==> src/rtl/ultrasonic_scheduler.sv <==
// Round-robin scheduler for a bank of ultrasonic range sensors: trigger one
// sensor, time its echo with a timeout, report, hold off, move to the next.
//
// state     | meaning
// IDLE      | scan stopped, waiting for enable
// TRIG      | trig[sel] driven high for TRIG_CYCLES cycles
// WAIT_RISE | waiting for a fresh rising edge on echo[sel], timeout running
// MEASURE   | counting echo-high samples, timeout still running
// HOLDOFF   | quiet gap after a report before the next sensor fires
module ultrasonic_scheduler #(
  parameter int NUM_SENSORS    = 4,
  parameter int SEL_W          = 2,
  parameter int TRIG_CYCLES    = 10,
  parameter int TIMEOUT_CYCLES = 60000,
  parameter int HOLDOFF_CYCLES = 1000,
  parameter int CNT_W          = 16
) (
  input  logic                   pclk,
  input  logic                   reset,
  input  logic                   enable,
  input  logic [NUM_SENSORS-1:0] echo,
  output logic [NUM_SENSORS-1:0] trig,
  output logic                   busy,
  output logic                   result_valid,
  output logic [SEL_W-1:0]       result_sel,
  output logic [CNT_W-1:0]       result_count,
  output logic                   result_timeout
);

  typedef enum logic [2:0] {
    IDLE,
    TRIG,
    WAIT_RISE,
    MEASURE,
    HOLDOFF
  } state_t;

  localparam logic [CNT_W-1:0]       TRIG_LAST = CNT_W'(TRIG_CYCLES - 1);
  localparam logic [CNT_W-1:0]       HOLD_LOAD = CNT_W'(HOLDOFF_CYCLES);
  localparam logic [CNT_W-1:0]       TMO_LAST  = CNT_W'(TIMEOUT_CYCLES - 1);
  localparam logic [CNT_W-1:0]       CNT_MAX   = '1;
  localparam logic [SEL_W-1:0]       SEL_LAST  = SEL_W'(NUM_SENSORS - 1);
  localparam logic [NUM_SENSORS-1:0] TRIG_ONE  = NUM_SENSORS'(1);

  state_t                   state_q, state_d;
  logic [SEL_W-1:0]         sel_q, sel_d;
  logic [CNT_W-1:0]         dcnt_q, dcnt_d;
  logic [CNT_W-1:0]         tmr_q, tmr_d;
  logic [CNT_W-1:0]         wcnt_q, wcnt_d;
  logic [NUM_SENSORS-1:0]   echo_q;
  logic [NUM_SENSORS-1:0]   trig_q, trig_d;
  logic                     busy_q, busy_d;
  logic                     rv_q, rv_d;
  logic [SEL_W-1:0]         rsel_q, rsel_d;
  logic [CNT_W-1:0]         rcnt_q, rcnt_d;
  logic                     rto_q, rto_d;

  logic                     echo_cur;
  logic                     echo_old;
  logic                     report;
  logic [CNT_W-1:0]         rep_cnt;
  logic                     rep_to;
  logic [SEL_W-1:0]         sel_next;

  always_ff @(posedge pclk) begin
    if (reset) begin
      state_q <= IDLE;
      sel_q   <= '0;
      dcnt_q  <= '0;
      tmr_q   <= '0;
      wcnt_q  <= '0;
      echo_q  <= '0;
      trig_q  <= '0;
      busy_q  <= 1'b0;
      rv_q    <= 1'b0;
      rsel_q  <= '0;
      rcnt_q  <= '0;
      rto_q   <= 1'b0;
    end else begin
      state_q <= state_d;
      sel_q   <= sel_d;
      dcnt_q  <= dcnt_d;
      tmr_q   <= tmr_d;
      wcnt_q  <= wcnt_d;
      echo_q  <= echo;
      trig_q  <= trig_d;
      busy_q  <= busy_d;
      rv_q    <= rv_d;
      rsel_q  <= rsel_d;
      rcnt_q  <= rcnt_d;
      rto_q   <= rto_d;
    end
  end

  always_comb begin
    state_d  = state_q;
    sel_d    = sel_q;
    dcnt_d   = dcnt_q;
    tmr_d    = tmr_q;
    wcnt_d   = wcnt_q;
    rv_d     = 1'b0;
    rsel_d   = rsel_q;
    rcnt_d   = rcnt_q;
    rto_d    = rto_q;
    report   = 1'b0;
    rep_cnt  = '0;
    rep_to   = 1'b0;
    echo_cur = echo[sel_q];
    echo_old = echo_q[sel_q];
    sel_next = (sel_q == SEL_LAST) ? '0 : sel_q + 1'b1;

    case (state_q)
      IDLE: begin
        if (enable) begin
          state_d = TRIG;
          dcnt_d  = TRIG_LAST;
        end
      end

      TRIG: begin
        if (dcnt_q == '0) begin
          state_d = WAIT_RISE;
          tmr_d   = '0;
        end else begin
          dcnt_d = dcnt_q - 1'b1;
        end
      end

      // A rise on the last window cycle cannot start a measurement that
      // could never be timed out, so the timeout takes priority here.
      WAIT_RISE: begin
        tmr_d = tmr_q + 1'b1;
        if (tmr_q == TMO_LAST) begin
          report = 1'b1;
          rep_to = 1'b1;
        end else if (echo_cur && !echo_old) begin
          state_d = MEASURE;
          wcnt_d  = CNT_W'(1);
        end
      end

      MEASURE: begin
        tmr_d = tmr_q + 1'b1;
        if (!echo_cur) begin
          report  = 1'b1;
          rep_cnt = wcnt_q;
        end else begin
          if (wcnt_q != CNT_MAX) begin
            wcnt_d = wcnt_q + 1'b1;
          end
          if (tmr_q == TMO_LAST) begin
            report  = 1'b1;
            rep_to  = 1'b1;
            rep_cnt = wcnt_q;
          end
        end
      end

      HOLDOFF: begin
        if (dcnt_q == '0) begin
          sel_d = sel_next;
          if (enable) begin
            state_d = TRIG;
            dcnt_d  = TRIG_LAST;
          end else begin
            state_d = IDLE;
          end
        end else begin
          dcnt_d = dcnt_q - 1'b1;
        end
      end

      default: begin
        state_d = IDLE;
      end
    endcase

    // Hold-off counts down through zero, so the next trigger lands
    // HOLDOFF_CYCLES+1 cycles after the result pulse.
    if (report) begin
      state_d = HOLDOFF;
      dcnt_d  = HOLD_LOAD;
      rv_d    = 1'b1;
      rsel_d  = sel_q;
      rcnt_d  = rep_cnt;
      rto_d   = rep_to;
    end
  end

  assign trig_d = (state_d == TRIG) ? (TRIG_ONE << sel_d) : '0;
  assign busy_d = (state_d != IDLE);

  assign trig           = trig_q;
  assign busy           = busy_q;
  assign result_valid   = rv_q;
  assign result_sel     = rsel_q;
  assign result_count   = rcnt_q;
  assign result_timeout = rto_q;

endmodule

==> config.mk <==
export PLATFORM = sky130hd
export DESIGN_NAME = ultrasonic_scheduler
export DESIGN_NICKNAME = d
export VERILOG_FILES = /design/src/rtl/ultrasonic_scheduler.sv
export SDC_FILE = /design/constraint.sdc
export NUM_CORES = 1
export LEC_CHECK = 0
export CAP_MARGIN = 0
export CORE_MARGIN = 1
export CORE_UTILIZATION = 25
export DETAILED_ROUTE_END_ITERATION = 12
export PLACE_DENSITY = 0.53
export SLEW_MARGIN = 20
export SYNTH_ARGS = -nofsm -noshare
export SYNTH_HDL_FRONTEND = slang
export SYNTH_SLANG_ARGS = --single-unit
==> constraint.sdc <==
create_clock -name pclk -period 2.2 [get_ports pclk]
set_input_delay 0.33 -clock pclk [delete_from_list [all_inputs] [get_ports pclk]]
set_output_delay 0.33 -clock pclk [all_outputs]
set_load 0.005 [all_outputs]
Yosys cells after proc, flatten, opt, wreduce, memory -nomap -nowiden
Cells that the tools add are included.
{ "op_classes": {"n_addsub": 4, "order_cmp": 1, "eq_ne": 15, "n_shift": 1, "mux": 36, "bitwise_logic": 1, "n_reduce_logical": 16} }
{ "op_table": {"columns": ["op", "count"], "rows": [
  ["$mux W16", 11],
  ["$pmux W16 S2", 2],
  ["$pmux W16 S3", 1],
  ["$add A16 B1 Y16 const B", 2],
  ["$mux W3", 6],
  ["$eq A16 B16 Y1 const B", 1],
  ["$logic_not A16 Y1", 1],
  ["$ne A16 B16 Y1 const B", 1],
  ["$sub A16 B1 Y16 const B", 1],
  ["$pmux W3 S5", 1],
  ["$ne A2 B2 Y1 const B", 6],
  ["$mux W10", 1],
  ["$mux W1", 7],
  ["$eq A3 B1 Y1 const B", 2],
  ["$eq A3 B2 Y1 const B", 2],
  ["$mux W2", 3],
  ["$reduce_and A2 Y1", 3],
  ["$reduce_bool A3 Y1", 2],
  ["$reduce_or A2 Y1", 3],
  ["$reduce_and A5 Y1", 1],
  ["$bmux W1 S2", 2],
  ["$pmux W1 S2", 2],
  ["$reduce_bool A2 Y1", 2],
  ["$reduce_bool A4 Y1", 1],
  ["10 further kinds", 10]
]} }
{ "word_totals": {"reg_bits": 82, "out_inout_bits": 25, "elab_cells": 87} }

Longest topological paths before layout
Gate-level depths: netlist (run 1).
{ "depth": {"word_depth": 11, "depth_mapped": 9} }

Worst setup path after synthesis (run 1)
OpenSTA, ideal clock, no wires.
{ "synth_timing": {"path_type": "reg2reg", "start": "register dcnt_q[0]", "end": "register trig_q[0] (netlist: trig[0])", "setup_time_ns": 0.061, "arrival_ns": 2.005, "setup_slack_ns": 0.133, "stages_incl_launch_ff": 8, "path_buffers": 0, "synth_period_minus_slack_ns": 2.067, "path_cell_list": "dfxtp_1 -> inv_1 -> ha_1 -> nor4b_1 -> nand4b_4 -> nor2_1 -> mux2i_1 -> and4_1"} }
{ "synth_between": {"elab_chain_len": 7} }
{ "synth_lines": {"columns": ["element", "line", "rtl"], "rows": [
  ["from (decl)", "47", "logic [CNT_W-1:0] dcnt_q, dcnt_d;"],
  ["from (signal assigned)", "82", "dcnt_q <= dcnt_d;"],
  ["$logic_not A16 Y1 *", "121, 160", null],
  ["$mux W3 (on tied branches)", "160, 121", null],
  ["$pmux W3 S5", "112", "case (state_q)"],
  ["$mux W3", "180", "if (report) begin"],
  ["$eq A3 B1 Y1", "190", "assign trig_d = (state_d == TRIG) ? (TRIG_ONE << sel_d) : '0;"],
  ["$not A1 Y1 (no source line)", null, null],
  ["$reduce_or A2 Y1 (no source line)", null, null],
  ["to (signal assigned)", "86", "trig_q <= trig_d;"],
  ["to (decl)", "51", "logic [NUM_SENSORS-1:0] trig_q, trig_d;"]
]} }
Every way passes the cells marked *; elsewhere a longest branch is shown, timed or not.
A chain may end at the register's enable or synchronous reset.

Worst setup path in the final report (run 1)
{ "layout_timing": {"start": "register dcnt_q[11]", "end": "register tmr_q[3]"} }
{ "layout_between": {"elab_chain_len": 3} }
{ "layout_lines": {"columns": ["element", "line", "rtl"], "rows": [
  ["$logic_not A16 Y1", "121", "if (dcnt_q == '0) begin"],
  ["$ne A2 B2 Y1 (no source line)", null, null],
  ["$reduce_and A2 Y1 (no source line)", null, null],
  ["to (signal assigned)", "83", "tmr_q <= tmr_d;"],
  ["to (decl)", "48", "logic [CNT_W-1:0] tmr_q, tmr_d;"]
]} }
Every way passes these cells.

==> summary.txt, run 1 <==
Mapped Avg Cell Area: 9.09 um2
Hold Fails Final Rpt: 0
Final Max Slew Viols: 0
hold wc startpoint: result_count[15]$_SDFFE_PP0P_
Post-DRT Antenna Nets: 0
slew of the pin with the lowest slew margin: 0.604 ns
Pre-Repair DR Iteration Count: 4
die area: 0.0156 mm2
CTS Buf Count: 9
share of cells above drive strength 1: 20.4%
CTS max path bufs: 2
Pwr Total: 6.60 mW
CTS tree: yes
vias in the first global route: 3190
top cell type's share of synthesized area: 43.4%
gpl congestion: 0.785
Starting Density: 25.8%
post-synthesis cell count: 416
first-pass GRT wire length: 16000 um
FF+latch count, synth: 82
CP max FO: 12
Ports: 32
Critical Path AT: 2.34 ns
Worst-path clk slew: 0.06 ns
power density over cell area: 1330 mW/mm2
num rows: 44
Yosys warning total: 0
Hold Path Depth: 1
r2r endpoint: tmr_q[3]$_SDFFE_PP0P_
htree depth: 3
synth top area cells: dfxtp_1, nor2_1, xor2_1
Area Overhead vs Synth: 30.7%
post-DP HPWL: 6930 um
IO Port Bufs: 31
Starting DRT DRC Count: 146
Synth Flop Type: dfxtp_1
Slew HR: 59.7%
Reg2Reg Depth: 8
hold slack final: 0.487 ns
final worst-path cycle share: 96.1%
crit path cell chain: or4_4 -> nand4b_4 -> buf_4 -> o21ai_4 -> buf_12 -> nand4_1 -> xor2_1 -> nor2_2
syn nets: 428
hold_buf cts: 0
Min-Delay Endpoint: result_count[15]$_SDFFE_PP0P_
outcome: complete, no violations
n_diodes: 0
Clock Skew: 0.00615 ns
worst hold path class: reg2reg
Die Y: 125 um
largest area contributor in the netlist: dfxtp_1
die width: 125 um
clock sink total: 82
Vias: 3315
Avg WL per Cell: 14.7 um
CP Launch Type: flip-flop
DRC Markers: 0
worst skew pair latency: 0.34 ns
Pleak: 1.82 nW
number of synthesized flops with an enable pin: 0
Final Net Count: 493
via/cell ratio: 4.95
crit path time final: 2.11 ns
final WL: 9820 um
initial antenna violation count: 0
Netlist cell types: 63
dpl cells: 651
post-route insts no fill: 670
largest net degree at the start of global routing: 18
CP Class: reg2reg
Max IR drop VDD: 0.592 mV
Root Driver: clkbuf_16
Peak Freq: 473 MHz
Core Region: 0.0146 mm2
GRT overflow: 0
Async SR Flop Fraction: 0%
Mapped Area: 0.00378 mm2
worst r2r src: dcnt_q[11]$_SDFFE_PP0P_
final-report setup violation count: 0
Reg2Reg Setup Slack: 0.09 ns
Max stage delay cell, worst path: or4_4
Seq/Total Area, Yosys: 43.4%
Max Cap Viol: 0
slowest cell delay on critical path: 0.56 ns
Worst EP required: 2.43 ns
CP Capture Type: flip-flop
gr usage total: 12.7%
## Yosys cell counts, types with 4 or more instances
library cell / number
nor2_2: 7
a211oi_1: 4
a22o_1: 15
mux2i_1: 4
nor2b_1: 6
nor2_1: 54
nand4_1: 13
o2111ai_1: 4
xor2_1: 18
nand3_1: 14
o21ai_0: 19
a31oi_1: 8
nand2_1: 22
and2_1: 4
dfxtp_1: 82
clkbuf_1: 9
buf_2: 10
a21oi_1: 25
inv_1: 6
nor3_1: 8
and3_1: 5
and4_1: 7
or3_1: 9
ha_1: 5
## stage by stage
stage / TNS, ns / setup slack [ns] / util (%) / cell area (um2)
after CTS: 0 / 0.00483 / 33.2 / 4860
after global placement: -4.38 / -0.371 / 31.1 / 4550
after global routing: -0.0342 / -0.0217 / 33.8 / 4940
final: 0 / 0.0855 / 33.8 / 4940
after floorplan: 0 / 0.133 / - / 3780
after detailed placement: -6.53 / -0.407 / 31.1 / 4550
## layout make-up
type                    instances  area, um2
repair buffers                 75        691
well taps                     184        230
inverters                       6       22.5
fillers                      1523       9700
flip-flops and latches         82       1640
clock buffers                  12        256
clock inverters                 4       26.3
multi-input cells             307       2070
## worst max path at each step
stage                            startpoint                     end
floorplan            dcnt_q[0]$_SDFFE_PP0P_      trig[0]$_SDFF_PP0_
global placement                    echo[1]  dcnt_q[4]$_SDFFE_PP0P_
detailed placement                  echo[0]  dcnt_q[4]$_SDFFE_PP0P_
CTS                 dcnt_q[11]$_SDFFE_PP0P_      trig[0]$_SDFF_PP0_
global route        dcnt_q[11]$_SDFFE_PP0P_   tmr_q[9]$_SDFFE_PP0P_
finish              dcnt_q[11]$_SDFFE_PP0P_   tmr_q[3]$_SDFFE_PP0P_
## repair_timing
item / CTS / global route
endpoints found under the setup margin: 38 / 24
setup buffers: 0 / 3
pin swaps: 0 / 3
gates resized for setup: 4 / 10
## worst max-delay path: cells and delay by family (launching register included)
| family | cells | cell delay (ns) |
|---|---|---|
| buffers and inverters | 2 | 0.34 |
| xor gates and xnor gates | 1 | 0.19 |
| DFF | 1 | 0.34 |
| and+or+nand+nor | 4 | 0.96 |
| AOI/OAI and AO/OA | 1 | 0.16 |
## layer usage
metal  GRT usage [%]  routed length [um]  up-vias
li1                -                   -     1657
met1            16.7                4800     1579
met2            20.8                4480       66
met3            2.87                 416       13
met4            3.80                 122        0
met5               0                   0        -
## state kept, by name, summed over array words and instances (netlist names)
register        cells
result_valid        1
wcnt_q             16
result_timeout      1
result_sel          2
echo_q              4
sel_q               2
dcnt_q             16
result_count       16
busy                1
trig                4
state_q             3
tmr_q              16
## power by group
part | internal (mW) | switching (mW)
registers | 1.68 | 0.176
logic | 1.44 | 1.87
clock network | 0.825 | 0.605
## logic make-up after synthesis
logic type | after synthesis | share of synthesized area (%)
simple gates | 178 | 26.6
compound gates | 99 | 18.2
flops | 82 | 43.4
buf+inv | 27 | 3.41
xor+xnor | 18 | 4.17
mux | 7 | 2.55
fa+ha+maj | 5 | 1.65
## cell usage in the layout (no fill, tap or decap), types with 7 or more instances in the layout
| cell | netlist | routed |
|---|---|---|
| nor2_2 | 7 | 8 |
| clkdlybuf4s50_1 | 0 | 31 |
| dfxtp_1 | 82 | 81 |
| nor2_1 | 54 | 53 |
| buf_4 | 0 | 40 |
| nand2_1 | 22 | 21 |
| or3_1 | 9 | 9 |
| a31oi_1 | 8 | 8 |
| nand3_1 | 14 | 13 |
| and4_1 | 7 | 7 |
| a22o_1 | 15 | 15 |
| clkbuf_16 | 0 | 9 |
| o21ai_0 | 19 | 18 |
| xor2_1 | 18 | 18 |
| nand4_1 | 13 | 13 |
| a21oi_1 | 25 | 25 |
(Power assumes the default switching activity.)
==> run 2: changes to the inputs <==
--- a/config.mk
+++ b/config.mk
@@ -9,6 +9,7 @@
 export CORE_MARGIN = 1
 export CORE_UTILIZATION = 25
 export DETAILED_ROUTE_END_ITERATION = 12
+export GPL_TIMING_DRIVEN = 0
 export PLACE_DENSITY = 0.53
 export SLEW_MARGIN = 20
 export SYNTH_ARGS = -nofsm -noshare
==> run 2 against run 1 <==
Via count down 0.72%. Clock skew up 0.0018 ns. Total power down 2.4%. Fmax up 0.12%. Final cell count down 2.8%. Critical path depth down 1. Largest power group unchanged. Highest routed layer unchanged.
==> summary.txt, run 2 (synthesis results as in run 1) <==
IO Port Bufs: 31 (unchanged)
GRT overflow: 0 (unchanged)
Critical Path AT: 2.37 ns (+0.03 ns)
crit path time final: 2.11 ns (-0.00260 ns)
gr usage total: 12.2% (-0.51 points)
share of cells above drive strength 1: 18.6% (-1.7 points)
Worst-path clk slew: 0.06 ns (about the same)
DRC Markers: 0 (unchanged)
die area: 0.0156 mm2 (unchanged)
worst skew pair latency: 0.34 ns (about the same)
Die Y: 125 um (unchanged)
CP max FO: 10 (-2)
n_diodes: 0 (unchanged)
worst hold path class: reg2reg
commonest non-fill, non-tap cell in the layout: dfxtp_1
CTS max path bufs: 2 (unchanged)
Area Overhead vs Synth: 28.1%
post-DP HPWL: 6680 um (-3.6%)
Post-Layout Inst Area: 0.00484 mm2 (-2.0%)
Clock Skew: 0.00792 ns (+0.00177 ns)
Vias: 3291 (-0.72%)
gpl congestion: 0.799 (+1.8%)
Starting Density: 25.8% (unchanged)
RSZ-0062 raised after global routing: yes
power density over cell area: 1330 mW/mm2 (-0.41%)
CTS tree: yes
final WL: 9460 um (-3.7%)
Area after DPL: 0.00432 mm2 (-5.0%)
Max IR drop VDD: 0.558 mV (-5.7%)
Worst EP required: 2.46 ns (+0.03 ns)
CP Capture Type: flip-flop
die width: 125 um (unchanged)
first-pass GRT wire length: 15300 um (-4.3%)
Slew HR: 60.8% (+1.1 points)
final-report setup violation count: 0 (unchanged)
slew of the pin with the lowest slew margin: 0.588 ns (-0.0169 ns)
Post-DRT Antenna Nets: 0 (unchanged)
most frequent cells in the layout: dfxtp_1, nor2_1, clkdlybuf4s50_1
via/cell ratio: 5.06 (+2.2%)
htree depth: 3 (unchanged)
CP Class: reg2reg
Hold Fails Final Rpt: 0 (unchanged)
Starting DRT DRC Count: 175 (+20%)
Core Region: 0.0146 mm2 (unchanged)
Peak Freq: 474 MHz (+0.12%)
Root Driver: clkbuf_16
Pre-Repair DR Iteration Count: 4 (unchanged)
Max Cap Viol: 0 (unchanged)
outcome: complete, no violations
Avg WL per Cell: 14.5 um (-0.93%)
num rows: 44 (unchanged)
largest net degree at the start of global routing: 13 (-5)
setup tns final: 0 ns (unchanged)
initial antenna violation count: 0 (unchanged)
vias in the first global route: 3101 (-2.8%)
final worst-path cycle share: 96.0% (-0.12 points)
Final Net Count: 476 (-3.4%)
clock sink total: 82 (unchanged)
CTS Buf Count: 9 (unchanged)
CP Launch Type: flip-flop
Final Max Slew Viols: 0 (unchanged)
Pleak: 1.72 nW (-5.4%)
Ports: 32 (unchanged)
run 2: path summary, 6_finish.rpt:
| path | startpoint | endpoint | slack (ns) | cells after the start |
|---|---|---|---|---|
| worst max-delay path | sel_q[0]$_SDFF_PP0_ | wcnt_q[5]$_SDFFE_PP0P_ | 0.09 | 7 |
| worst max register to register | sel_q[0]$_SDFF_PP0_ | wcnt_q[5]$_SDFFE_PP0P_ | 0.09 | 7 |
| worst min register to register | result_count[14]$_SDFFE_PP0P_ | result_count[14]$_SDFFE_PP0P_ | 0.48 | 1 |
| worst min-delay path | result_count[14]$_SDFFE_PP0P_ | result_count[14]$_SDFFE_PP0P_ | 0.48 | 1 |
run 2: routing by layer:
metal / global-route usage (%) / up-vias / wire [um]
met3: 2.74 / 12 / 342
met5: 0 / - / 0
met4: 4.30 / 0 / 113
met2: 20.2 / 61 / 4560
li1: - / 1638 / -
met1: 15.6 / 1580 / 4440
run 2: layout make-up:
cell class	instances	area (um2)
plain buffers	19	110
clock buffers	11	253
clock inverters	3	40.0
fillers	1551	9800
inverters	6	22.5
multi-input cells	308	2170
flip-flops and latches	82	1650
well taps	184	230
repair buffers	38	363
run 2: where the power goes:
part           internal, mW  switching [mW]  leakage (nW)
combinational          1.20            1.83         0.907
clock                 0.924           0.571         0.147
sequential             1.68           0.227         0.667
run 2: repair_timing:
action                     4_1_cts  5_1_grt
gates resized for setup          6       37
gates cloned                     0        1
hold buffers                     0        0
setup endpoints to repair       50       63
buffers inserted                 2        5
pin swaps                        2        5
run 2: critical path, stage by stage, from the launching register on:
cell and delay, ns:
dfxtp_4 0.39, mux4_2 0.52, nor3_1 0.15, o311a_2 0.24, nor2_1 0.08, buf_6 0.14
or3_1 0.34, a21oi_1 0.17
run 2: stage by stage:
stage / setup slack, ns / total power, mW / hold slack [ns] / instances / utilization (%)
2_1_floorplan: 0.133 / 3.89 / 0.448 / 416 / -
3_3_place_gp: -0.232 / 4.49 / 0.465 / 631 / 29.5
3_5_place_dp: -0.286 / 4.51 / 0.465 / 631 / 29.5
4_1_cts: -0.0491 / 6.04 / 0.485 / 647 / 31.8
5_1_grt: -0.0302 / 6.89 / 0.498 / 651 / 33.1
6_report: 0.0881 / 6.44 / 0.481 / 651 / 33.1
==> run 3: changes to the inputs <==
--- a/config.mk
+++ b/config.mk
@@ -11,6 +11,7 @@
 export DETAILED_ROUTE_END_ITERATION = 12
 export GPL_TIMING_DRIVEN = 0
 export PLACE_DENSITY = 0.53
+export RECOVER_POWER = 50
 export SLEW_MARGIN = 20
 export SYNTH_ARGS = -nofsm -noshare
 export SYNTH_HDL_FRONTEND = slang
==> run 3 against run 2 <==
Register-to-register slack barely moved. Fmax is the same. Final cell count stayed put. Critical endpoint unchanged.
==> summary.txt, run 3 (synthesis results as in run 1) <==
Hold Fails Final Rpt: 0 (unchanged)
n_diodes: 0 (unchanged)
Max Cap Viol: 0 (unchanged)
crit path cell chain: mux4_2 -> nor3_1 -> o311a_2 -> nor2_1 -> buf_6 -> or3_1 -> a21oi_1
worst hold path class: reg2reg
CP Capture Type: flip-flop
post-DP HPWL: 6680 um (unchanged)
Die Y: 125 um (unchanged)
Max stage delay cell, worst path: mux4_2
final WL: 9450 um (about the same)
slowest cell delay on critical path: 0.52 ns (about the same)
share of cells above drive strength 1: 18.6% (unchanged)
die width: 125 um (unchanged)
vias in the first global route: 3101 (unchanged)
CTS max path bufs: 2 (unchanged)
Worst-path clk slew: 0.06 ns (about the same)
num rows: 44 (unchanged)
first-pass GRT wire length: 15300 um (unchanged)
htree depth: 3 (unchanged)
worst skew pair latency: 0.34 ns (about the same)
Worst EP required: 2.46 ns (about the same)
commonest non-fill, non-tap cell in the layout: dfxtp_1
power density over cell area: 1330 mW/mm2 (about the same)
Final Net Count: 476 (unchanged)
clock sink total: 82 (unchanged)
Area after DPL: 0.00432 mm2 (unchanged)
most frequent cells in the layout: dfxtp_1, nor2_1, clkdlybuf4s50_1
Internal Power: 3.81 mW (about the same)
outcome: complete, no violations
GRT overflow: 0 (unchanged)
Sw Share: 40.8% (about the same)
Peak Freq: 474 MHz (unchanged)
Post-DRT Antenna Nets: 0 (unchanged)
post-route insts no fill: 651 (unchanged)
delay-heaviest family, CP: simple AND/OR/NAND/NOR gates
Pre-Repair DR Iteration Count: 4 (unchanged)
DRC Markers: 0 (unchanged)
Min-Delay Endpoint: result_count[14]$_SDFFE_PP0P_
Reg2Reg Setup Slack: 0.09 ns (about the same)
RSZ-0062 raised after global routing: yes
gr usage total: 12.2% (unchanged)
gpl congestion: 0.799 (unchanged)
filler instances: 1551 (unchanged)
CP Class: reg2reg
Clock Skew: 0.00792 ns (unchanged)
Final Max Slew Viols: 0 (unchanged)
Ports: 32 (unchanged)
Comb pwr share: 47.1% (about the same)
slew of the pin with the lowest slew margin: 0.588 ns (unchanged)
Critical Path AT: 2.37 ns (about the same)
Starting Density: 25.8% (unchanged)
Hold Path Depth: 1 (unchanged)
hold wc startpoint: result_count[14]$_SDFFE_PP0P_
crit path buf inv count: 1 (unchanged)
die area: 0.0156 mm2 (unchanged)
share of total power in sequential cells: 29.6% (about the same)
Reg2Reg Depth: 7 (unchanged)
Slew HR: 60.8% (unchanged)
worst r2r src: sel_q[0]$_SDFF_PP0_
r2r endpoint: wcnt_q[5]$_SDFFE_PP0P_
Pwr Total: 6.44 mW (about the same)
CP Launch Type: flip-flop
CP max FO: 10 (unchanged)
Core Region: 0.0146 mm2 (unchanged)
Root Driver: clkbuf_16
IO Port Bufs: 31 (unchanged)
CTS Buf Count: 9 (unchanged)
Pleak: 1.72 nW (+0.21%)
final-report setup violation count: 0 (unchanged)
Area Overhead vs Synth: 28.1% (unchanged)
initial antenna violation count: 0 (unchanged)
hold_buf cts: 0 (unchanged)
via/cell ratio: 5.06 (unchanged)
Max IR drop VDD: 0.558 mV (unchanged)
final worst-path cycle share: 96.0% (unchanged)
clock power share: 23.2% (about the same)
Avg WL per Cell: 14.5 um (about the same)
crit path time final: 2.11 ns (unchanged)
Vias: 3291 (unchanged)
NetSw: 2.63 mW (about the same)
Starting DRT DRC Count: 175 (unchanged)
largest net degree at the start of global routing: 13 (unchanged)
dpl cells: 631 (unchanged)
CTS tree: yes
Post-Layout Inst Area: 0.00484 mm2 (unchanged)
-- run 3: area by class of cell --
cell class	count	area (um2)	share of cell area, %
Multi-Input combinational cell	308	2170	44.9
Sequential cell	82	1650	34.1
Timing Repair Buffer	38	363	7.49
Clock buffer	11	253	5.22
Tap cell	184	230	4.75
Buffer	19	110	2.27
Clock inverter	3	40.0	0.827
Inverter	6	22.5	0.465
-- run 3: timing repair --
item,4_1_cts,5_1_grt
gates resized for setup,6,37
endpoints found under the setup margin,50,63
pin swaps,2,5
setup buffers,2,5
cloned,0,1
-- run 3: how the worst max path moves through the flow --
| stage | from | to | slack [ns] | cells after the start |
|---|---|---|---|---|
| finish | sel_q[0]$_SDFF_PP0_ | wcnt_q[5]$_SDFFE_PP0P_ | 0.09 | 7 |
| global route | sel_q[0]$_SDFF_PP0_ | wcnt_q[7]$_SDFFE_PP0P_ | -0.03 | 7 |
| CTS | state_q[1]$_SDFF_PP0_ | dcnt_q[4]$_SDFFE_PP0P_ | -0.05 | 9 |
| detailed placement | dcnt_q[0]$_SDFFE_PP0P_ | trig[0]$_SDFF_PP0_ | -0.29 | 7 |
| global placement | dcnt_q[0]$_SDFFE_PP0P_ | trig[0]$_SDFF_PP0_ | -0.23 | 7 |
| floorplan | dcnt_q[0]$_SDFFE_PP0P_ | trig[0]$_SDFF_PP0_ | 0.13 | 7 |
-- run 3: stage by stage --
step	worst slack, ns	setup TNS, ns	utilization (%)	hold WS [ns]
2_1_floorplan	0.133	0	-	0.448
6_report	0.0881	0	33.1	0.481
3_3_place_gp	-0.232	-5.60	29.5	0.465
5_1_grt	-0.0302	-0.0562	33.1	0.498
3_5_place_dp	-0.286	-7.21	29.5	0.465
4_1_cts	-0.0491	-0.0491	31.8	0.485
-- run 3: metal layers --
layer / wire, um / vias to the layer above / share of wire [%] / GRT usage (%)
li1: - / 1638 / - / -
met1: 4440 / 1580 / 47 / 15.6
met2: 4560 / 61 / 48 / 20.2
met3: 342 / 12 / 3.6 / 2.74
met4: 113 / 0 / 1.2 / 4.30
met5: 0 / - / 0 / 0
-- run 3: power groups by stage --
stage	clock, mW	combinational, mW	sequential [mW]
after floorplan	0	2.04	1.85
after global placement	0	2.60	1.89
after detailed placement	0	2.61	1.90
after CTS	1.53	2.64	1.87
after global routing	1.60	3.34	1.94
final	1.50	3.03	1.91
